===== config.mk =====
export PLATFORM = sky130hd
export DESIGN_NAME = mem_access_unit
export DESIGN_NICKNAME = d
export VERILOG_FILES = /design/src/rtl/mem_access_unit_pkg.sv /design/src/rtl/mem_access_unit_lane_align.sv /design/src/rtl/mem_access_unit.sv
export SDC_FILE = /design/constraint.sdc
export NUM_CORES = 1
export LEC_CHECK = 0
export BUFFER_PORTS_ARGS = -buffer_cell sky130_fd_sc_hd__clkbuf_2
export CAP_MARGIN = 15
export CORE_AREA = 2 2 110 112
export DETAILED_ROUTE_END_ITERATION = 10
export DIE_AREA = 0 0 112 114
export PLACE_DENSITY = 0.81
export SYNTH_ARGS = -nofsm -noshare
export SYNTH_HDL_FRONTEND = slang
export SYNTH_SLANG_ARGS = --single-unit
export TNS_END_PERCENT = 50

===== constraint.sdc =====
create_clock -name clk -period 3.41 [get_ports clk]
set_input_delay 0.341 -clock clk [delete_from_list [all_inputs] [get_ports clk]]
set_output_delay 0.341 -clock clk [all_outputs]
set_load 0.01 [all_outputs]

===== src/rtl/mem_access_unit_pkg.sv =====
// Shared CPU constants and types for the MEM-stage load/store path.
package mem_access_unit_pkg;

  localparam int PC_BITS     = 32;
  localparam int SIZE_MEMORY = 1024;

  typedef enum logic [1:0] {
    MS_BYTE = 2'b00,
    MS_HALF = 2'b01,
    MS_WORD = 2'b10,
    MS_BAD  = 2'b11
  } mem_size_t;

  typedef enum logic [1:0] {
    FC_NONE     = 2'b00,
    FC_MISALIGN = 2'b01,
    FC_RANGE    = 2'b10,
    FC_BAD_SIZE = 2'b11
  } fault_cause_t;

  typedef enum logic {
    IDLE  = 1'b0,
    WRITE = 1'b1
  } lsu_state_t;

endpackage


===== src/rtl/mem_access_unit_lane_align.sv =====
// Byte-lane steering: store mask/shift and load extract with sign/zero extension.
module lane_align
  import mem_access_unit_pkg::*;
#(
  parameter bit BIG_ENDIAN = 1'b1
) (
  input  logic [1:0]         offset_i,
  input  mem_size_t          size_i,
  input  logic               unsigned_i,
  input  logic [PC_BITS-1:0] store_data_i,
  input  logic [PC_BITS-1:0] load_word_i,
  output logic [PC_BITS-1:0] mask_o,
  output logic [PC_BITS-1:0] store_shifted_o,
  output logic [PC_BITS-1:0] load_data_o
);

  function automatic logic [PC_BITS-1:0] extend8(input logic [7:0] b, input logic uns);
    logic signed [7:0]         sb;
    logic signed [PC_BITS-1:0] sx;
    sb = b;
    sx = sb;
    return uns ? {{(PC_BITS-8){1'b0}}, b} : sx;
  endfunction

  function automatic logic [PC_BITS-1:0] extend16(input logic [15:0] h, input logic uns);
    logic signed [15:0]        sh;
    logic signed [PC_BITS-1:0] sx;
    sh = h;
    sx = sh;
    return uns ? {{(PC_BITS-16){1'b0}}, h} : sx;
  endfunction

  logic [4:0]         shamt;
  logic [PC_BITS-1:0] base_mask;
  logic [PC_BITS-1:0] lane;

  // Big-endian: lower byte offsets sit in more significant lanes.
  always_comb begin
    shamt     = 5'd0;
    base_mask = '0;
    case (size_i)
      MS_BYTE: begin
        shamt     = BIG_ENDIAN ? {~offset_i, 3'b000} : {offset_i, 3'b000};
        base_mask = {{(PC_BITS-8){1'b0}}, 8'hFF};
      end
      MS_HALF: begin
        shamt     = BIG_ENDIAN ? {~offset_i[1], 4'b0000} : {offset_i[1], 4'b0000};
        base_mask = {{(PC_BITS-16){1'b0}}, 16'hFFFF};
      end
      MS_WORD: base_mask = '1;
      default: base_mask = '0;
    endcase
  end

  assign mask_o          = base_mask << shamt;
  assign store_shifted_o = (store_data_i << shamt) & mask_o;
  assign lane            = load_word_i >> shamt;

  always_comb begin
    case (size_i)
      MS_BYTE: load_data_o = extend8(lane[7:0], unsigned_i);
      MS_HALF: load_data_o = extend16(lane[15:0], unsigned_i);
      MS_WORD: load_data_o = lane;
      default: load_data_o = '0;
    endcase
  end

endmodule


===== src/rtl/mem_access_unit.sv =====
// MEM-stage load/store alignment unit; sub-word stores use a one-stall read-modify-write.
module mem_access_unit
  import mem_access_unit_pkg::*;
#(
  parameter bit BIG_ENDIAN = 1'b1
) (
  input  logic               clk,
  input  logic               rst,
  input  logic               valid_m,
  input  logic               flush_m,
  input  logic               mem_read_m,
  input  logic               mem_write_m,
  input  logic [1:0]         mem_size_m,
  input  logic               mem_unsigned_m,
  input  logic [PC_BITS-1:0] alu_out_m,
  input  logic [PC_BITS-1:0] write_data_m,
  input  logic [PC_BITS-1:0] dm_read_data,
  output logic [PC_BITS-1:0] dm_addr,
  output logic [PC_BITS-1:0] dm_write_data,
  output logic               dm_write_en,
  output logic [PC_BITS-1:0] load_data_m,
  output logic               stall_m,
  output logic               fault_m,
  output logic [1:0]         fault_cause_m
);

  lsu_state_t         state_q, state_d;
  logic [PC_BITS-1:0] merge_word_q, merge_word_d;
  logic [PC_BITS-1:0] merge_addr_q, merge_addr_d;

  logic [PC_BITS-1:0] word_idx;
  logic [1:0]         offset;
  mem_size_t          size;
  logic               active;
  fault_cause_t       cause;
  logic [PC_BITS-1:0] lane_mask;
  logic [PC_BITS-1:0] lane_store;
  logic [PC_BITS-1:0] lane_load;

  assign word_idx = {2'b00, alu_out_m[PC_BITS-1:2]};
  assign offset   = alu_out_m[1:0];
  assign size     = mem_size_t'(mem_size_m);
  assign active   = valid_m & ~flush_m & (mem_read_m | mem_write_m);

  lane_align #(
    .BIG_ENDIAN(BIG_ENDIAN)
  ) u_lane_align (
    .offset_i        (offset),
    .size_i          (size),
    .unsigned_i      (mem_unsigned_m),
    .store_data_i    (write_data_m),
    .load_word_i     (dm_read_data),
    .mask_o          (lane_mask),
    .store_shifted_o (lane_store),
    .load_data_o     (lane_load)
  );

  // A simultaneous read and write is malformed and reported as a bad size.
  always_comb begin
    cause = FC_NONE;
    if (size == MS_BAD || (mem_read_m && mem_write_m))
      cause = FC_BAD_SIZE;
    else if ((size == MS_HALF && offset[0]) || (size == MS_WORD && offset != 2'b00))
      cause = FC_MISALIGN;
    else if (word_idx >= PC_BITS'(SIZE_MEMORY))
      cause = FC_RANGE;
  end

  always_comb begin
    state_d       = state_q;
    merge_word_d  = merge_word_q;
    merge_addr_d  = merge_addr_q;
    dm_addr       = word_idx;
    dm_write_data = '0;
    dm_write_en   = 1'b0;
    load_data_m   = '0;
    stall_m       = 1'b0;
    fault_m       = 1'b0;
    fault_cause_m = FC_NONE;
    if (rst) begin
      dm_addr = '0;
      state_d = IDLE;
    end else begin
      case (state_q)
        IDLE: begin
          if (active) begin
            if (cause != FC_NONE) begin
              fault_m       = 1'b1;
              fault_cause_m = cause;
            end else if (mem_write_m) begin
              if (size == MS_WORD) begin
                dm_write_en   = 1'b1;
                dm_write_data = write_data_m;
              end else begin
                merge_word_d = (dm_read_data & ~lane_mask) | (lane_store & lane_mask);
                merge_addr_d = word_idx;
                stall_m      = 1'b1;
                state_d      = WRITE;
              end
            end else begin
              load_data_m = lane_load;
            end
          end
        end
        // The held store on the EX/MEM inputs is ignored here; only flush matters.
        WRITE: begin
          dm_addr       = merge_addr_q;
          dm_write_data = merge_word_q;
          dm_write_en   = ~flush_m;
          state_d       = IDLE;
        end
        default: state_d = IDLE;
      endcase
    end
  end

  always_ff @(posedge clk or posedge rst) begin
    if (rst) begin
      state_q      <= IDLE;
      merge_word_q <= '0;
      merge_addr_q <= '0;
    end else begin
      state_q      <= state_d;
      merge_word_q <= merge_word_d;
      merge_addr_q <= merge_addr_d;
    end
  end

endmodule

==> impl_summary.log <==
INFO  metric timing.hold.worst_endpoint = merge_addr_q[7]
INFO  metric wl_met1 = 7110 um
INFO  metric final_hold_viol_count = 0
INFO  metric crit-reg2reg-capture = merge_word_q[0]
INFO  metric finalInstanceArea = 0.00652 mm^2
INFO  metric buffer_and_inverter_count_on_the_worst_path = 2
INFO  metric setup-tns-final = 0 ns
INFO  metric post_synth_num_cell_types = 46
INFO  metric worst_skew_pair.late_latency = 0.33 ns
INFO  metric grt_antenna_before_repair = 0
INFO  metric clock_tree_from_tritoncts = yes
INFO  metric cts_setup_buffers = 0
INFO  metric sinks_on_clock_net = 63
INFO  metric cts_resized = 0
INFO  metric timing.final.ws_setup = 0.340 ns
INFO  metric tightest_slew = 1.06 ns
INFO  metric static-leakage-power = 3.32 nW
INFO  metric setup.worst_path.start = state_q
INFO  metric rr_startpoint = state_q
INFO  metric worst_path_clk_slew = 0.05 ns
INFO  metric synth-seq-area-share = 30.8%
INFO  metric synthCells = 630
INFO  metric die_y = 114 um
INFO  metric detailroute.wirelength.met2 = 8440 um
INFO  metric hold_start = alu_out_m[9]
INFO  metric synth_async_sr_flop_share = 100%
INFO  metric global_route.usage.total = 27.6%
INFO  metric drt_first_iter_violations = 434
INFO  metric final.fill_count = 1,094
INFO  metric estimated_wirelength_of_the_detail_placed_design = 13,800 um
INFO  metric topRoutingLayerUsed = met4
INFO  metric ir_worst_vdd = 0.242 mV
INFO  metric reg2reg_setup_slack = 0.66 ns
INFO  metric ys_warn_count = 0
INFO  metric timing.hold.worst.class = input pin to register
INFO  metric area.growth.synth_to_final = 27.3%
INFO  metric p_seq_share = 37.1%
INFO  metric net-switching-power = 0.597 mW
INFO  metric pwr-share-clk = 41.2%
INFO  metric run_status = finished, final reports clean
INFO  metric hold-worst-slack = 0.266 ns
INFO  metric holdPathStages = 2
INFO  metric final_period_minus_worst_setup_slack = 3.07 ns
INFO  metric place_ws = 0.349 ns
INFO  metric clock_tree.htree_level_count = 3
INFO  metric internal-power = 1.42 mW
INFO  metric core-area = 0.0117 mm^2
INFO  metric grt_start_max_net_pins = 64
INFO  metric placed_area = 0.00624 mm^2
INFO  metric post_cts_hold_buffer_count = 0
INFO  metric critical_path.endpoint_type = output port
INFO  metric final.period_utilization = 90.0%
INFO  metric vias = 5,408
INFO  metric initial_utilization = 43.7%
INFO  metric setup_violations = 0
INFO  metric fin_skew = 0.00866 ns
INFO  metric timing.critical_path.max_delay_family = simple AND/OR/NAND/NOR gates
INFO  metric slew_headroom = 29.0%
INFO  metric critical_path_peak_fanout = 15
INFO  metric rsz0062_at_grt = no
INFO  metric power.switching_fraction = 29.6%
INFO  metric mapped_cell_area = 0.00512 mm^2
INFO  metric power.density_cell_area = 310 mW/mm^2
INFO  metric met3RoutedLength = 1560 um
INFO  metric post_route_cells_drive_above_1_share = 33.3%
INFO  metric comb_power_share = 21.8%
INFO  metric vias_per_cell = 5.61
INFO  metric timing.critical_path.arrival = 2.73 ns
INFO  metric synthFlopType = sky130_fd_sc_hd__dfrtp_1
INFO  metric timing.max_cap.violations = 0
INFO  metric critPathSlowestCell = sky130_fd_sc_hd__dfrtp_4
INFO  metric first_global_vias = 4,970
INFO  metric die_footprint = 0.0128 mm^2
INFO  metric report.final.slew_viol_count = 0
INFO  metric grt-ovfl-total = 0
INFO  metric fmax = 326 MHz
INFO  metric max-clock-path-buffers = 2
INFO  metric portBuffers = 203
INFO  metric cpPeakStageDelay = 0.59 ns
INFO  metric rows = 40
INFO  metric critical_path.cell_chain = nor4b_4, o21ai_0, nor3_1, o311ai_0, buf_4, and3b_1, clkbuf_2
INFO  metric worst-endpoint-required = 3.07 ns
INFO  metric cts_root_buf = sky130_fd_sc_hd__clkbuf_16
INFO  metric ios = 206
INFO  metric critical_path.startpoint_type = register
INFO  metric timing_worst_setup_path_type = register to output port
INFO  metric dr.pass1.iters = 5
INFO  metric ant_nets = 0
INFO  metric synth-edff-count = 0
INFO  metric final_net_count = 923
INFO  metric wire_length_of_the_first_global_routing_pass = 27,300 um
INFO  metric drt_wl_total = 17,800 um
INFO  metric antenna_cells = 0
INFO  metric die_width = 112 um
INFO  metric ys_ff_latch = 63
INFO  metric route.detailed.drc = 0
INFO  metric cts_inserted_buffers = 9
INFO  metric wl_per_cell = 18.4 um
INFO  metric r2r_cells = 5
INFO  metric synth.avg_cell_area = 8.13 um^2
INFO  metric place_congestion = 0.974
-- registers in the layout (all words and copies together), names as in the netlist --
signal	count
state_q	1
merge_word_q	32
merge_addr_q	30
-- layer usage --
layer / track usage [%] / vias to the layer above
met4: 12.0 / 0
met3: 4.89 / 49
met2: 46.4 / 325
li1: - / 2559
met1: 35.1 / 2475
met5: 0 / -
-- how the worst max path moves through the flow --
stage / end / slack, ns / cells past startpoint
6_report: load_data_m[1] / 0.34 / 7
5_1_grt: load_data_m[1] / 0.18 / 7
4_1_cts: load_data_m[5] / 0.35 / 7
3_5_place_dp: merge_word_q[19] / 0.35 / 9
3_3_place_gp: merge_word_q[23] / 0.44 / 9
2_1_floorplan: dm_write_data[10] / 0.17 / 5
-- worst reg2reg max path: stages, from the launching register on --
cell and delay (ns):
sky130_fd_sc_hd__dfrtp_4 0.59, sky130_fd_sc_hd__nor4b_4 0.46, sky130_fd_sc_hd__nand3b_1 0.10, sky130_fd_sc_hd__or4_2 0.85, sky130_fd_sc_hd__buf_4 0.40, sky130_fd_sc_hd__o21ai_0 0.26
-- per-stage QoR --
stage / power, mW / instances / utilization, %
after detailed placement: 1.19 / 948 / 53.3
after floorplan: 1.01 / 631 / -
after CTS: 2.03 / 964 / 55.7
after global routing: 2.11 / 964 / 55.7
final: 2.02 / 964 / 55.7
after global placement: 1.19 / 948 / 53.3
-- cells in the mapped netlist (3+ instances only) --
| cell | number | area (um^2) |
|---|---|---|
| sky130_fd_sc_hd__a21oi_1 | 71 | 355 |
| sky130_fd_sc_hd__buf_2 | 6 | 30.0 |
| sky130_fd_sc_hd__o21ai_0 | 24 | 120 |
| sky130_fd_sc_hd__a21o_1 | 8 | 60.1 |
| sky130_fd_sc_hd__and2_1 | 20 | 125 |
| sky130_fd_sc_hd__and3b_1 | 7 | 61.3 |
| sky130_fd_sc_hd__o21ai_1 | 11 | 55.1 |
| sky130_fd_sc_hd__clkbuf_1 | 33 | 124 |
| sky130_fd_sc_hd__ha_1 | 6 | 75.1 |
| sky130_fd_sc_hd__nand4_1 | 5 | 31.3 |
| sky130_fd_sc_hd__nor2_1 | 71 | 267 |
| sky130_fd_sc_hd__buf_1 | 6 | 22.5 |
| sky130_fd_sc_hd__nor4_1 | 6 | 37.5 |
| sky130_fd_sc_hd__inv_1 | 4 | 15.0 |
| sky130_fd_sc_hd__mux2_4 | 10 | 150 |
| sky130_fd_sc_hd__mux2_2 | 9 | 101 |
| sky130_fd_sc_hd__nand3_1 | 16 | 80.1 |
| sky130_fd_sc_hd__buf_6 | 6 | 67.6 |
| sky130_fd_sc_hd__nand2_1 | 112 | 420 |
| sky130_fd_sc_hd__a311o_1 | 7 | 70.1 |
| sky130_fd_sc_hd__dfrtp_1 | 63 | 1580 |
| sky130_fd_sc_hd__mux2i_1 | 97 | 971 |
| sky130_fd_sc_hd__o211ai_1 | 3 | 22.5 |
-- placed cells by master (no fill, tap or decap), types with 10 or more instances in the layout --
master	netlist	final
sky130_fd_sc_hd__nor2_1	71	71
sky130_fd_sc_hd__mux2_4	10	10
sky130_fd_sc_hd__nand2_1	112	112
sky130_fd_sc_hd__o21ai_0	24	24
sky130_fd_sc_hd__o21ai_1	11	10
sky130_fd_sc_hd__dfrtp_1	63	62
sky130_fd_sc_hd__and2_1	20	20
sky130_fd_sc_hd__nand3_1	16	16
sky130_fd_sc_hd__buf_4	2	19
sky130_fd_sc_hd__clkbuf_2	0	203
sky130_fd_sc_hd__mux2i_1	97	97
sky130_fd_sc_hd__a21oi_1	71	71
-- power groups by stage --
stage	Clock [mW]	Sequential, mW	Combinational, mW
2_1_floorplan	0	0.761	0.246
3_3_place_gp	0	0.761	0.426
3_5_place_dp	0	0.761	0.430
4_1_cts	0.849	0.748	0.433
5_1_grt	0.885	0.748	0.475
6_report	0.832	0.748	0.439
-- cells by family after synthesis --
logic type | share of synthesized area [%]
AOI/OAI and AO/OA | 15.2
buffers and inverters | 5.35
other | 0.0732
DFF | 30.8
adders and majority gates | 1.47
and+or+nand+nor | 22.8
muxes | 24.3
-- final cells by class --
type / instances / area, um^2 / area share (%)
clock inverter: 6 / 36.3 / 0.557
multi-input combinational: 511 / 3290 / 50.4
clock buffer: 10 / 239 / 3.67
timing repair buffer: 223 / 1180 / 18.1
sequential: 63 / 1580 / 24.2
tap: 147 / 184 / 2.82
inverter: 4 / 15.0 / 0.230
Note: power is estimated with default switching activity, not from simulation.
